[config.mk]
export PLATFORM = sky130hd
export DESIGN_NAME = dht11_sched
export DESIGN_NICKNAME = d
export VERILOG_FILES = /design/src/rtl/dht11_pkg.sv /design/src/rtl/dht11_ms_tick.sv /design/src/rtl/dht11_sched.sv
export SDC_FILE = /design/constraint.sdc
export NUM_CORES = 1
export LEC_CHECK = 0
export ABC_CLOCK_PERIOD_IN_PS = 4600
export BUFFER_PORTS_ARGS = -buffer_cell sky130_fd_sc_hd__buf_2
export CORE_ASPECT_RATIO = 0.6
export CORE_UTILIZATION = 50
export CTS_CLUSTER_DIAMETER = 150
export CTS_CLUSTER_SIZE = 16
export DETAILED_ROUTE_END_ITERATION = 8
export GPL_ROUTABILITY_DRIVEN = 0
export MAX_ROUTING_LAYER = met4
export PLACE_DENSITY = 0.71
export SYNTH_ARGS = -nofsm -noshare
export SYNTH_HDL_FRONTEND = slang
export SYNTH_SLANG_ARGS = --single-unit
[constraint.sdc]
create_clock -name clk -period 4.6 [get_ports clk]
set_input_delay 0.69 -clock clk [delete_from_list [all_inputs] [get_ports clk]]
set_output_delay 0.69 -clock clk [all_outputs]
set_load 0.05 [all_outputs]
[src/rtl/dht11_pkg.sv]
// Shared definitions for the DHT11 measurement scheduler: FSM state codes, error codes,
// frame byte positions and the frame checksum helper.
// No timing or flow control of its own; pure constants and functions.
package dht11_pkg;

    typedef logic [2:0] state_t;

    localparam state_t ST_IDLE  = 3'd0;
    localparam state_t ST_GAP   = 3'd1;
    localparam state_t ST_TRIG  = 3'd2;
    localparam state_t ST_WAIT  = 3'd3;
    localparam state_t ST_CHECK = 3'd4;
    localparam state_t ST_FAIL  = 3'd5;

    localparam logic [1:0] ERR_NONE    = 2'b00;
    localparam logic [1:0] ERR_TIMEOUT = 2'b01;
    localparam logic [1:0] ERR_CSUM    = 2'b10;

    localparam int RH_INT_LSB = 32;
    localparam int RH_DEC_LSB = 24;
    localparam int T_INT_LSB  = 16;
    localparam int T_DEC_LSB  = 8;
    localparam int CSUM_LSB   = 0;

    function automatic logic [7:0] frame_csum(input logic [39:0] f);
        return f[RH_INT_LSB +: 8] + f[RH_DEC_LSB +: 8] + f[T_INT_LSB +: 8] + f[T_DEC_LSB +: 8];
    endfunction

    function automatic logic frame_ok(input logic [39:0] f);
        return frame_csum(f) == f[CSUM_LSB +: 8];
    endfunction

endpackage

[src/rtl/dht11_ms_tick.sv]
// Millisecond prescaler: one-cycle tick every DIV clocks.
// Latency: tick registered, first tick DIV cycles after reset release.
// Backpressure: none; free-running.
module dht11_ms_tick #(
    parameter int DIV = 100_000
) (
    input  logic clk,
    input  logic rst_n,
    output logic tick
);
    localparam int CW = (DIV > 1) ? $clog2(DIV) : 1;
    localparam logic [CW-1:0] LAST = CW'(DIV - 1);

    logic [CW-1:0] cnt;

    always_ff @(posedge clk or negedge rst_n) begin
        if (!rst_n) begin
            cnt  <= '0;
            tick <= 1'b0;
        end else begin
            tick <= (cnt == LAST);
            cnt  <= (cnt == LAST) ? '0 : cnt + CW'(1);
        end
    end

endmodule

[src/rtl/dht11_sched.sv]
// DHT11 conversion scheduler: paces start pulses, times out, checks frames, publishes data.
// Latency: req -> start 2 cycles when gap satisfied; done -> upd/err 2 cycles. Retry build: DHT11_SCHED_RETRY_EN.
// Backpressure: none; requests while one is pending collapse into a single conversion.
module dht11_sched #(
    parameter int CLK_HZ          = 100_000_000,
    parameter int MIN_INTERVAL_MS = 1000,
    parameter int PERIOD_MS       = 2000,
    parameter int TIMEOUT_MS      = 50,
    parameter int MAX_RETRY       = 3
) (
    input  logic        clk,
    input  logic        rst_n,
    input  logic        req,
    input  logic        auto_en,
    output logic        start,
    input  logic        done,
    input  logic [39:0] frame,
    output logic [7:0]  humid,
    output logic [7:0]  humid_dec,
    output logic [7:0]  temp,
    output logic [7:0]  temp_dec,
    output logic        valid,
    output logic        upd,
    output logic        err,
    output logic [1:0]  err_code,
    output logic        busy
);
    import dht11_pkg::*;

    localparam int GAP_W = $clog2(MIN_INTERVAL_MS + 1);
    localparam int PER_W = $clog2(PERIOD_MS + 1);
    localparam int TO_W  = $clog2(TIMEOUT_MS + 1);
    localparam logic [GAP_W-1:0] GAP_MAX = GAP_W'(MIN_INTERVAL_MS);
    localparam logic [PER_W-1:0] PER_MAX = PER_W'(PERIOD_MS - 1);
    localparam logic [TO_W-1:0]  TO_MAX  = TO_W'(TIMEOUT_MS);

    logic             tick;
    state_t           state, state_nxt;
    logic             pend, gap_skip;
    logic [GAP_W-1:0] gap_cnt;
    logic [PER_W-1:0] per_cnt;
    logic [TO_W-1:0]  to_cnt;
    logic [39:0]      frame_q;
    logic             gap_ok, to_hit, frame_good, trig_go, per_wrap;
    logic             fail_go, retry_left;
    logic [1:0]       fail_code;

    dht11_ms_tick #(.DIV(CLK_HZ / 1000)) u_ms_tick (
        .clk   (clk),
        .rst_n (rst_n),
        .tick  (tick)
    );

    assign gap_ok     = (gap_cnt == GAP_MAX);
    assign to_hit     = (to_cnt == TO_MAX);
    assign frame_good = frame_ok(frame_q);
    assign per_wrap   = tick && (per_cnt == PER_MAX);

    always_comb begin
        state_nxt = state;
        fail_go   = 1'b0;
        fail_code = ERR_NONE;
        case (state)
            ST_IDLE:  if (pend) state_nxt = gap_ok ? ST_TRIG : ST_GAP;
            ST_GAP:   if (gap_ok) state_nxt = ST_TRIG;
            ST_TRIG:  state_nxt = ST_WAIT;
            ST_WAIT: begin
                if (done) begin
                    state_nxt = ST_CHECK;
                end else if (to_hit) begin
                    state_nxt = ST_FAIL;
                    fail_go   = 1'b1;
                    fail_code = ERR_TIMEOUT;
                end
            end
            ST_CHECK: begin
                if (frame_good) begin
                    state_nxt = ST_IDLE;
                end else begin
                    state_nxt = ST_FAIL;
                    fail_go   = 1'b1;
                    fail_code = ERR_CSUM;
                end
            end
            // err is raised on entry to FAIL only when no retry remains
            ST_FAIL:  state_nxt = err ? ST_IDLE : ST_GAP;
            default:  state_nxt = ST_IDLE;
        endcase
    end

    assign trig_go = (state_nxt == ST_TRIG);

`ifdef DHT11_SCHED_RETRY_EN
    localparam int RW = (MAX_RETRY > 0) ? $clog2(MAX_RETRY + 1) : 1;
    logic [RW-1:0] retry_cnt;

    assign retry_left = (retry_cnt != RW'(MAX_RETRY));

    always_ff @(posedge clk or negedge rst_n) begin
        if (!rst_n) begin
            retry_cnt <= '0;
        end else if (state == ST_CHECK && frame_good) begin
            retry_cnt <= '0;
        end else if (fail_go) begin
            retry_cnt <= retry_left ? retry_cnt + RW'(1) : '0;
        end
    end
`else
    logic unused_retry;
    assign unused_retry = (MAX_RETRY != 0);
    assign retry_left   = 1'b0;
`endif

    always_ff @(posedge clk or negedge rst_n) begin
        if (!rst_n) begin
            state     <= ST_IDLE;
            pend      <= 1'b0;
            gap_cnt   <= GAP_MAX;
            gap_skip  <= 1'b0;
            per_cnt   <= '0;
            to_cnt    <= '0;
            frame_q   <= '0;
            start     <= 1'b0;
            busy      <= 1'b0;
            upd       <= 1'b0;
            err       <= 1'b0;
            err_code  <= ERR_NONE;
            valid     <= 1'b0;
            humid     <= '0;
            humid_dec <= '0;
            temp      <= '0;
            temp_dec  <= '0;
        end else begin
            state <= state_nxt;
            start <= trig_go;
            busy  <= (state_nxt != ST_IDLE);
            upd   <= 1'b0;
            err   <= 1'b0;
            pend  <= req | (per_wrap & auto_en) | (pend & ~trig_go);

            if (tick) per_cnt <= (per_cnt == PER_MAX) ? '0 : per_cnt + PER_W'(1);

            // the partial ms in which start fired is skipped, so spacing is whole ms
            if (trig_go) begin
                gap_cnt  <= '0;
                gap_skip <= 1'b1;
            end else if (tick) begin
                if (gap_skip)     gap_skip <= 1'b0;
                else if (!gap_ok) gap_cnt  <= gap_cnt + GAP_W'(1);
            end

            if (trig_go) begin
                to_cnt <= '0;
            end else if (tick && !to_hit && (state == ST_TRIG || state == ST_WAIT)) begin
                to_cnt <= to_cnt + TO_W'(1);
            end

            if (state == ST_WAIT && done) frame_q <= frame;

            if (state == ST_CHECK && frame_good) begin
                upd       <= 1'b1;
                valid     <= 1'b1;
                humid     <= frame_q[RH_INT_LSB +: 8];
                humid_dec <= frame_q[RH_DEC_LSB +: 8];
                temp      <= frame_q[T_INT_LSB +: 8];
                temp_dec  <= frame_q[T_DEC_LSB +: 8];
            end

            if (fail_go && !retry_left) begin
                err      <= 1'b1;
                err_code <= fail_code;
            end
        end
    end

endmodule

**Word-level counts from Yosys, hierarchy flattened**

Index checks and enable logic that the tools add are counted.

- Memory bits (writable): 0
- Output and inout bits: 39
- Bits in registers: 129
- Memories kept: 0
- Input port bits: 45
- Logic and storage cells: 84
- Bits in latches: 0
- ROM bits: 0

- Bitwise gates (word level): 5
- Add/sub/neg operators: 7
- Equal/unequal tests: 13
- Magnitude comparators: 0
- Reduce and logical (&&, ||, !) cells: 12
- Multipliers: 0
- Div/mod/pow operators: 0
- Mux-type cells: 28
- Shift operators: 0

Operators with widths:

| cell | count |
|---|---|
| 2-to-1 mux 10 bit | 4 |
| adder 8 bit | 3 |
| one-hot mux 3 bit (6 select lines) | 1 |
| adder 17 x 1 -> 17 bit (second input constant) | 1 |
| equality test 17 bit (second input constant) | 1 |
| 2-to-1 mux 17 bit | 1 |
| 2-to-1 mux 3 bit | 5 |
| 2-to-1 mux 6 bit | 2 |
| adder 11 x 1 -> 11 bit (second input constant) | 1 |
| equality test 11 bit (second input constant) | 1 |
| 2-to-1 mux 11 bit | 1 |
| adder 10 x 1 -> 10 bit (second input constant) | 1 |
| equality test 10 bit (second input constant) | 1 |
| 2-to-1 mux 1 bit | 10 |
| equality test 3 x 2 -> 1 bit (second input constant) | 3 |
| equality test 8 bit | 1 |
| adder 6 x 1 -> 6 bit (second input constant) | 1 |
| equality test 3 bit (second input constant) | 2 |
| equality test 6 bit (second input constant) | 1 |
| logical AND 1 bit | 5 |
| 2-to-1 mux 2 bit | 2 |
| inequality test 2 x 1 -> 1 bit (second input constant) | 2 |
| one-hot mux 2 bit (2 select lines) | 1 |
| nonzero test 2 bit | 2 |
| 10 further kinds | 12 |

**Depth between registers and ports, before layout**

- Depth in word-level cells: 10
- Gate-level depth with buffers: 13
- Mapped depth without buffers: 12

**Modules after synthesis**

Synthesis repeated with hierarchy kept, for this count alone.

- Cell total of the unflattened synthesis: 471
- Area total of the unflattened synthesis: 5,950.7 µm²

Modules (own cells, without submodules):

| module | instances | cells an instance | area each (µm²) | sequential area each (µm²) |
|---|---|---|---|---|
| dht11_sched | 1 | 396 | 5,132.4 | 2,785.2 |
| dht11_ms_tick | 1 | 75 | 818.3 | 450.4 |

**Worst setup path after synthesis**

Ideal clock, no wire load.

- Path kind: reg2reg
- Start: reg frame_q[9]
- End: reg temp[0]
- Period minus slack after synthesis: 3.895 ns
- Data required time: 4.475 ns
- Buffers on the path: 1
- Library setup time: 0.125 ns
- Stages on the path, launching flop included: 14
- Path slack: 0.705 ns
- Arrival: 3.770 ns
- Cells stage by stage: dfrtp_1 > fa_1 > inv_1 > fa_1 > inv_1 > ha_1 > fa_1 > a21o_1 > a21oi_1 > o21ai_0 > xnor2_1 > nor4b_4 > buf_6 > mux2_2

- Word-level cells in the longest chain between the ends: 3

RTL lines:

| element | line | RTL |
|---|---|---|
| start: declaration | dht11_sched.sv:43 | `logic [39:0] frame_q;` |
| start signal: assignment | dht11_sched.sv:158 | `if (state == ST_WAIT && done) frame_q <= frame;` |
| adder 8 bit | dht11_pkg.sv:26 | `return f[RH_INT_LSB +: 8] + f[RH_DEC_LSB +: 8] + f[T_INT_LSB +: 8] + f[T_DEC_LSB +: 8];` |
| equality test 8 bit | dht11_pkg.sv:30 | `return frame_csum(f) == f[CSUM_LSB +: 8];` |
| logical AND 1 bit | dht11_sched.sv:160 | `if (state == ST_CHECK && frame_good) begin` |
| end signal: assignment | dht11_sched.sv:165 | `temp <= frame_q[T_INT_LSB +: 8];` |
| end: declaration | dht11_sched.sv:20 | `output logic [7:0] temp,` |

Every way passes these cells.
A chain may end at the register's enable or synchronous reset.

**Worst setup path after layout**

- Start: reg frame_q[9]
- End: reg humid_dec[6]

- Word-level cells in the longest chain between the ends: 3

RTL lines:

| element | line | RTL |
|---|---|---|
| adder 8 bit | dht11_pkg.sv:26 |  |
| equality test 8 bit | dht11_pkg.sv:30 |  |
| logical AND 1 bit | dht11_sched.sv:160 |  |
| end signal: assignment | dht11_sched.sv:164 | `humid_dec <= frame_q[RH_DEC_LSB +: 8];` |
| end: declaration | dht11_sched.sv:19 | `output logic [7:0] humid_dec,` |

Every way passes these cells.

==> qor.csv <==
metric,value,unit
placed cell areas,0.00654,sq mm
# clock sinks,129,
"Setup Fix Bufs, Post-CTS",0,
Worst setup EP type,flop,
metal2 WL,5030,um
Pleak,3.70,nW
asr flop ratio synth,1.00,
Peak VDD IR,0.230,mV
R2R setup slack,0.51,ns
Setup WS post-layout,0.510,ns
worst hold path type,input pin to asynchronous set/reset pin,
most frequent cell after synthesis,dfrtp_1,
Max Used Layer,met4,
Final #Nets,637,
Post-Synthesis Cell Area,0.00594,sq mm
detailed-placement wirelength estimate,7790,um
vias in the first global route,3867,
Final ANT Viol Nets,0,
Syn Inst Count,469,
synthesized flop and latch total,129,
Inserted Clock Buffers,17,
antenna violations before repair,0,
CTS tree,done,
drt drc,0,
die width,143,um
clock transition at the registers of the reported paths,0.06,ns
max frequency,244,MHz
area share of the largest cell type after synthesis,0.518,
Site Rows,30,
kind of critical path,flop to flop,
ranking of synthesized cells by area,"dfrtp_1 52%, mux2_2 13%, fa_1 4.7%",
Slew Limit Fails,0,
Final Skew,0.0208,ns
area grow syn2layout,20.5,%
number of diodes,0,
layout cells sized above 1,0.355,
period utilization,0.889,
most instantiated cells after synthesis,"123 x dfrtp_1, 70 x mux2_2, 40 x nor2_1",
"worst slack, placed",0.524,ns
via count,3769,
setup TNS,0,ns
Die Span Y,86.4,um
first-pass GRT wire length,18800,um
Final Cell Area,0.00716,sq mm
Yosys cell types,46,
IO Pins,84,
count of final setup violators,0,
gr usage total,0.208,
Initial DRC Count,168,
metal3 WL,448,um
CP Max Fanout,19,
total iterations of the first detailed-routing run,4,
worst-margin pin slew,1.08,ns
PortBufs,83,
Mean Syn Cell Area,12.7,sq um
Post-synth EDFFs,0,
met1 WL,5610,um
Final Hold Viols,0,
Routed WL per cell,15.1,um
PD cells,362,mW/mm^2
final wirelength,11200,um
worst-skew pair later-pin latency,0.42,ns
max_cap viols,0,
cells on worst reg2reg path,13,
Worst Setup Start Kind,flop,
core area,0.0114,sq mm
worst reg2reg path endpoint,humid_dec[6]$_DFFE_PN0P_,
dominant synthesized flop cell,dfrtp_1,
unrepaired setup endpoints after global routing,no,
Initial Util,0.519,
CP arrival,4.40,ns
root buffer cell,clkbuf_16,
post-synth top area cell,dfrtp_1,
Via density,5.11,
CTS Buffer Depth,2,
worst r2r src,frame_q[9]$_DFFE_PN0P_,
post-CTS sizing,0,
YS warnings,0,
largest net degree at the start of global routing,79,
Post-Syn Nets,541,
H-tree depth,4,
hold_buf cts,0,
status,completed,
Tmin final,4.09,ns
Critical Path RT,4.91,ns
Die ar.,0.0123,sq mm
GRT overflow,0,
"Core Util, Final",0.626,
sequential-to-total area share from yosys stat,0.545,
Worst slew margin,0.282,
==> how the worst max path moves through the flow <==
| stage | start | endpoint | slack [ns] | cells past startpoint |
|---|---|---|---|---|
| after floorplan | frame_q[9]$_DFFE_PN0P_ | temp[0]$_DFFE_PN0P_ | 0.71 | 13 |
| after global routing | frame_q[9]$_DFFE_PN0P_ | temp[5]$_DFFE_PN0P_ | 0.29 | 13 |
| after CTS | frame_q[9]$_DFFE_PN0P_ | humid_dec[6]$_DFFE_PN0P_ | 0.49 | 13 |
| after detailed placement | frame_q[9]$_DFFE_PN0P_ | humid_dec[7]$_DFFE_PN0P_ | 0.52 | 13 |
| final | frame_q[9]$_DFFE_PN0P_ | humid_dec[6]$_DFFE_PN0P_ | 0.51 | 13 |
| after global placement | frame_q[9]$_DFFE_PN0P_ | humid_dec[7]$_DFFE_PN0P_ | 0.63 | 13 |
==> cell type report <==
type	instances	area, sq um
repair buffers	89	463
clock inverters	15	195
flip-flops and latches	129	3240
well taps	160	200
multi-input cells	311	2580
clock buffers	17	425
fillers	894	4290
inverters	17	63.8
==> cell families after synthesis <==
family	synth area share
AOI/OAI and AO/OA	0.0297
DFF	0.545
buffers and inverters	0.0223
muxes	0.140
and+or+nand+nor	0.114
xor gates and xnor gates	0.0752
adders and majority gates	0.0745
==> layout by cell type, fill, tap and decap left out, types with 9 or more instances in the layout <==
cell	count
xor2_1	24
clkbuf_16	17
inv_1	17
dfrtp_1	123
nor2_1	40
xnor2_1	27
buf_2	82
fa_1	14
ha_1	13
nand2_1	31
mux2_2	70
nand4_1	10
o21ai_0	9
nand3_1	17
==> per-stage QoR <==
| step | total power [mW] | cells | hold slack (ns) |
|---|---|---|---|
| 2_1_floorplan | 1.16 | 469 | 0.394 |
| 3_3_place_gp | 1.20 | 706 | 0.450 |
| 3_5_place_dp | 1.20 | 706 | 0.450 |
| 4_1_cts | 2.62 | 738 | 0.463 |
| 5_1_grt | 2.68 | 738 | 0.486 |
| 6_report | 2.59 | 738 | 0.434 |
==> registers in the layout, summed over array words and instances (netlist names) <==
register and flops:
gap_skip 1, valid 1, per_cnt 11, upd 1, err 1, busy 1, to_cnt 6, u_ms_tick.tick 1
frame_q 40, u_ms_tick.cnt 17, err_code 2, humid_dec 8, start 1, humid 8, state 3, temp_dec 8
pend 1, temp 8, gap_cnt 10
==> critical path, cell delays in order, from the launching register on <==
cell,delay (ns)
dfrtp_1,0.42
fa_1,0.56
inv_1,0.06
fa_1,0.50
inv_1,0.04
ha_1,0.22
fa_1,0.41
a21o_1,0.20
a21oi_1,0.24
o21ai_0,0.16
xnor2_1,0.19
nor4b_4,0.29
buf_4,0.32
mux2_2,0.37
==> power by group <==
group / internal, mW / leakage [nW] / switching (mW)
Combinational: 0.0149 / 1.65 / 0.0280
Clock: 0.869 / 0.298 / 0.545
Sequential: 1.14 / 1.75 / 0.00000000000000000754
==> metal layers <==
metal | track usage | up-vias
met4 | 0.0733 | 0
met2 | 0.302 | 65
met1 | 0.284 | 1890
li1 | - | 1806
met5 | - | -
met3 | 0.0525 | 8
Note: power is estimated with default switching activity, not from simulation.
